<file path="src/rtl/mac_tree_acc.sv">
// Signed dot-product engine: per-lane products, registered adder tree, group accumulator.
// Define SATURATE_EN to clamp the accumulator instead of wrapping.
module mac_tree_acc #(
    parameter int bw      = 8,
    parameter int pr      = 8,
    parameter int bw_psum = 2*bw+6
) (
    input  logic                 clk,
    input  logic                 reset_n,
    input  logic                 in_valid,
    input  logic                 in_first,
    input  logic                 in_last,
    input  logic [pr*bw-1:0]     a,
    input  logic [pr*bw-1:0]     b,
    output logic [bw_psum-1:0]   out,
    output logic                 out_valid
);

    localparam int lv = $clog2(pr);

    logic signed [2*bw-1:0]    prod_q   [pr];
    logic signed [bw_psum-1:0] node_q   [1:pr-1];
    logic signed [bw_psum-1:0] node_all [1:2*pr-1];
    logic [lv:0]               v_q, f_q, l_q;
    logic signed [bw_psum-1:0] acc_q, acc_base, acc_sum, acc_nxt, tree;

    always_ff @(posedge clk or negedge reset_n) begin
        if (!reset_n) begin
            for (int i = 0; i < pr; i++) prod_q[i] <= '0;
        end else begin
            for (int i = 0; i < pr; i++)
                prod_q[i] <= (2*bw)'($signed(a[i*bw +: bw])) * (2*bw)'($signed(b[i*bw +: bw]));
        end
    end

    // Heap-indexed tree: node i sums nodes 2i and 2i+1; leaves pr..2pr-1 are the products.
    always_comb begin
        for (int i = 1; i < pr; i++) node_all[i] = node_q[i];
        for (int i = 0; i < pr; i++) node_all[pr+i] = bw_psum'(prod_q[i]);
    end

    always_ff @(posedge clk or negedge reset_n) begin
        if (!reset_n) begin
            for (int i = 1; i < pr; i++) node_q[i] <= '0;
        end else begin
            for (int i = 1; i < pr; i++) node_q[i] <= node_all[2*i] + node_all[2*i+1];
        end
    end

    always_ff @(posedge clk or negedge reset_n) begin
        if (!reset_n) begin
            v_q <= '0;
            f_q <= '0;
            l_q <= '0;
        end else begin
            v_q <= {v_q[lv-1:0], in_valid};
            f_q <= {f_q[lv-1:0], in_valid & in_first};
            l_q <= {l_q[lv-1:0], in_valid & in_last};
        end
    end

    assign tree     = node_all[1];
    assign acc_base = f_q[lv] ? '0 : acc_q;
    assign acc_sum  = acc_base + tree;

`ifdef SATURATE_EN
    localparam logic [bw_psum-1:0] sat_max = {1'b0, {(bw_psum-1){1'b1}}};
    localparam logic [bw_psum-1:0] sat_min = {1'b1, {(bw_psum-1){1'b0}}};
    logic ovf_pos, ovf_neg;

    // A first beat adds onto zero, so it can never overflow and clears any clamp.
    assign ovf_pos = !acc_base[bw_psum-1] && !tree[bw_psum-1] &&  acc_sum[bw_psum-1];
    assign ovf_neg =  acc_base[bw_psum-1] &&  tree[bw_psum-1] && !acc_sum[bw_psum-1];

    always_comb begin
        acc_nxt = acc_sum;
        if (ovf_pos)
            acc_nxt = sat_max;
        else if (ovf_neg)
            acc_nxt = sat_min;
    end
`else
    assign acc_nxt = acc_sum;
`endif

    always_ff @(posedge clk or negedge reset_n) begin
        if (!reset_n) begin
            acc_q     <= '0;
            out       <= '0;
            out_valid <= 1'b0;
        end else begin
            out_valid <= v_q[lv] & l_q[lv];
            if (v_q[lv]) acc_q <= acc_nxt;
            if (v_q[lv] && l_q[lv]) out <= acc_nxt;
        end
    end

endmodule

</file>
<file path="config.mk">
export PLATFORM = sky130hd
export DESIGN_NAME = mac_tree_acc
export DESIGN_NICKNAME = d
export VERILOG_FILES = /design/src/rtl/mac_tree_acc.sv
export SDC_FILE = /design/constraint.sdc
export NUM_CORES = 2
export LEC_CHECK = 0
export ABC_AREA = 0
export CAP_MARGIN = 20
export CORE_ASPECT_RATIO = 0.75
export CORE_MARGIN = 2
export CORE_UTILIZATION = 45
export DETAILED_ROUTE_END_ITERATION = 7
export PLACE_DENSITY_LB_ADDON = 0.25
export REMOVE_ABC_BUFFERS = 1
export SYNTH_ARGS = -nofsm -noshare
export SYNTH_HDL_FRONTEND = slang
export SYNTH_SLANG_ARGS = --single-unit
</file>
<file path="constraint.sdc">
create_clock -name clk -period 8.79 [get_ports clk]
set_input_delay 0.879 -clock clk [delete_from_list [all_inputs] [get_ports clk]]
set_output_delay 0.879 -clock clk [all_outputs]
set_load 0.01 [all_outputs]
</file>
==> impl_results.md <==
* Top Ports at 156
* Synth cell types at 73
* Global routing usage on met2 at 0.276
* RePlAce Congestion at 0.847
* Die width at 324 um
* DP HPWL at 56.2 mm
* Worst-path clk slew at 0.06 ns
* Antenna Cells at 0
* Power per standard cell area at 348 mW/mm2
* CTS H-tree depth at 2
* Area growth from synthesis to layout at 11.8%
* Startpoint Class: input port
* Std cell rows at 87
* CP Cell Sequence: clkdlybuf4s50_1, and2_1, fa_1, inv_1, fa_1, inv_1, fa_1, inv_1, fa_1, inv_1, ha_1, o21ai_0, a21boi_0, o21ai_0, a21oi_1, o31ai_1, o311ai_0
* Hold Crit Class: flop to flop
* CP peak stage delay at 0.57 ns
* Worst-margin pin slew at 0.963 ns
* Fin Setup TNS at 0 ns
* CTS resizes at 0
* PortBufs at 155
* CP max stage cell: clkdlybuf4s50_1
* CP Data Arrival Time at 5.66 ns
* Sink Count at 311
* Gr busiest metal: met1
* RSZ-0062 raised after global routing: false
* Via/cell ratio at 4.84
* Worst slew margin relative to its limit at 0.358
* Fin cells at 4,722
* Core area at 0.0755 mm2
* Reg2reg setup slack at 5.31 ns
* Placed insts at 4,663
* Post-synth EDFFs at 0
* Setup Crit Path Kind: input port to flop
* Chip height at 244 um
* Peak VDD IR at 156 uV
* Gr usage total at 0.180
* FF+latch count, synth at 311
* Yosys warning total at 0
* Initial detailed-routing violation count at 981
* Setup bufs post-CTS at 0
* Worst hold slack at 0.348 ns
* Mapped Area at 0.0345 mm2
* Worst skew pair latency at 0.52 ns
* Met3 Use GR at 0.0174
* Design area at 0.0385 mm2
* Placed Area at 0.0373 mm2
* DR vias at 22.9k
* DR WL/cell at 14.3 um
* Family with the most delay on the worst path: adder cells
* Worst Clk Skew at 0.0175 ns
* Final ANT Viol Nets at 0
* Top_reg_cell synth: dfrtp_1
* CP max FO at 8
* Tcrit/Tclk final at 0.605
* Routed WL at 67.4 mm
* Starting Density at 0.456
* Final net count at 4,627
* Setup Viol. Count Final at 0
* Pin count of the biggest net entering global routing at 112
* Num CTS Buffers at 34
* Fraction of the yosys area taken by sequential cells at 0.226
* Status: finished, final reports clean
* Max-cap check violation count at 0
* # hold bufs at CTS at 0
* First-pass GRT wire length at 117 mm
* Worst Path Required at 9.13 ns
* Post-synthesis cell count at 3,502
* Crit end category: flop
* Met1 GRT Util at 0.282
* Final core utilization at 0.510
* Max clock buf depth at 3
* LEAKAGE at 0.0189 uW
* Hold Fails Final Rpt at 0
* Root Buffer: clkbuf_16
* Max Fclk at 188 MHz
* Minimum clock period at 5.32 ns
* DRT Pass-1 Iters at 5
* Proportion of layout cells with a drive suffix above 1 at 0.0349
* CTS tree: done
* Async SR Flop Fraction at 1.00
* DRC violations left at 0
* Max-slew violation count at 0
* Vias in the first global route at 23.6k
* Buf/Inv on CP at 5
* Initial antenna violation count at 0
* GRT overflow at 0
* Die Area at 0.0789 mm2
* Mean Syn Cell Area at 9.84 um2
## metrics by stage
stage / setup WS [ns] / total power, uW
CTS: 3.49 / 13500
floorplan: 3.99 / 9640
global route: 3.15 / 14900
global placement: 3.04 / 11800
finish: 3.47 / 13400
detailed placement: 2.96 / 11800
## synth_stat cells, types with 6 or more instances
| cell type | number | area [um2] |
|---|---|---|
| xnor2_1 | 181 | 1590 |
| a21oi_1 | 140 | 701 |
| ha_1 | 369 | 4620 |
| nand3_1 | 19 | 95.1 |
| o311ai_0 | 6 | 52.6 |
| nand3b_1 | 9 | 67.6 |
| fa_1 | 448 | 8970 |
| nor3b_1 | 9 | 67.6 |
| nor3_1 | 36 | 180 |
| and2_1 | 336 | 2100 |
| nor2b_1 | 105 | 657 |
| o21bai_1 | 8 | 60.1 |
| a31oi_1 | 10 | 62.6 |
| o31ai_1 | 14 | 105 |
| nand2_1 | 202 | 758 |
| nor2_1 | 113 | 424 |
| o21ai_1 | 6 | 30.0 |
| xor2_1 | 43 | 377 |
| mux2_2 | 40 | 450 |
| nand2b_1 | 32 | 200 |
| inv_1 | 723 | 2710 |
| or3_1 | 7 | 43.8 |
| o21ai_0 | 90 | 450 |
| a211oi_1 | 6 | 45.0 |
| and3_1 | 11 | 68.8 |
| nand4_1 | 12 | 75.1 |
| o21a_1 | 18 | 135 |
| dfrtp_1 | 311 | 7780 |
| clkbuf_1 | 18 | 67.6 |
| a21o_1 | 58 | 435 |
| nor4_1 | 7 | 43.8 |
| a221oi_1 | 7 | 61.3 |
| a21boi_0 | 13 | 97.6 |
| mux2i_1 | 10 | 100 |
## sequential cells by signal (all words and copies together), names as in the netlist
| signal | flops |
|---|---|
| f_q | 4 |
| acc_q | 22 |
| tree | 22 |
| out | 22 |
| l_q | 4 |
| v_q | 4 |
| out_valid | 1 |
| node_all | 232 |
## layout make-up
cell class	count	area, um2
multi-input cells	2446	23900
well taps	1023	1280
clock buffers	44	1000
inverters	724	2720
clock inverters	14	251
fillers	7019	37000
repair buffers	160	1610
flip-flops and latches	311	7780
## layout by cell type (no fill, tap or decap), types with 10 or more instances in the layout
cell type,n
and2_1,336
nand3_1,19
ha_1,369
mux2i_1,10
dfrtp_1,311
nand2b_1,32
nor3_1,36
o21ai_0,90
clkbuf_16,37
nor2_1,113
a21boi_0,13
a21o_1,58
and3_1,11
o21a_1,18
xnor2_1,181
a31oi_1,10
mux2_2,40
o31ai_1,14
nand4_1,12
nor2b_1,105
fa_1,448
a21oi_1,140
inv_1,723
xor2_1,43
nand2_1,202
clkdlybuf4s50_1,154
## cell families after synthesis
group / count (synthesis) / synth area share
AOI/OAI and AO/OA: 430 / 0.0807
and+or+nand+nor: 924 / 0.145
adders and majority gates: 817 / 0.394
DFF: 311 / 0.226
xor gates and xnor gates: 224 / 0.0569
buffers and inverters: 745 / 0.0811
muxes: 51 / 0.0164
## layer usage
layer	vias to the layer above	part of all wire
li1	11400	-
met1	11200	0.53
met2	270	0.44
met3	51	0.029
met4	0	0.0097
met5	-	0
## worst paths after layout
path,endpoint,cells past startpoint,from
min,l_q[1],0,l_q[0]
max in group asynchronous,node_all[92],3,reset_n
min reg2reg,l_q[1],0,l_q[0]
min in group asynchronous,out[6],1,reset_n
max,node_all[80],17,b[34]
max reg2reg,acc_q[14],12,f_q[3]
## where the power goes
group | internal (uW) | switching, uW
combinational | 4180 | 5030
clock | 1010 | 577
sequential | 2230 | 365
Power figures use the tool's default switching activity.
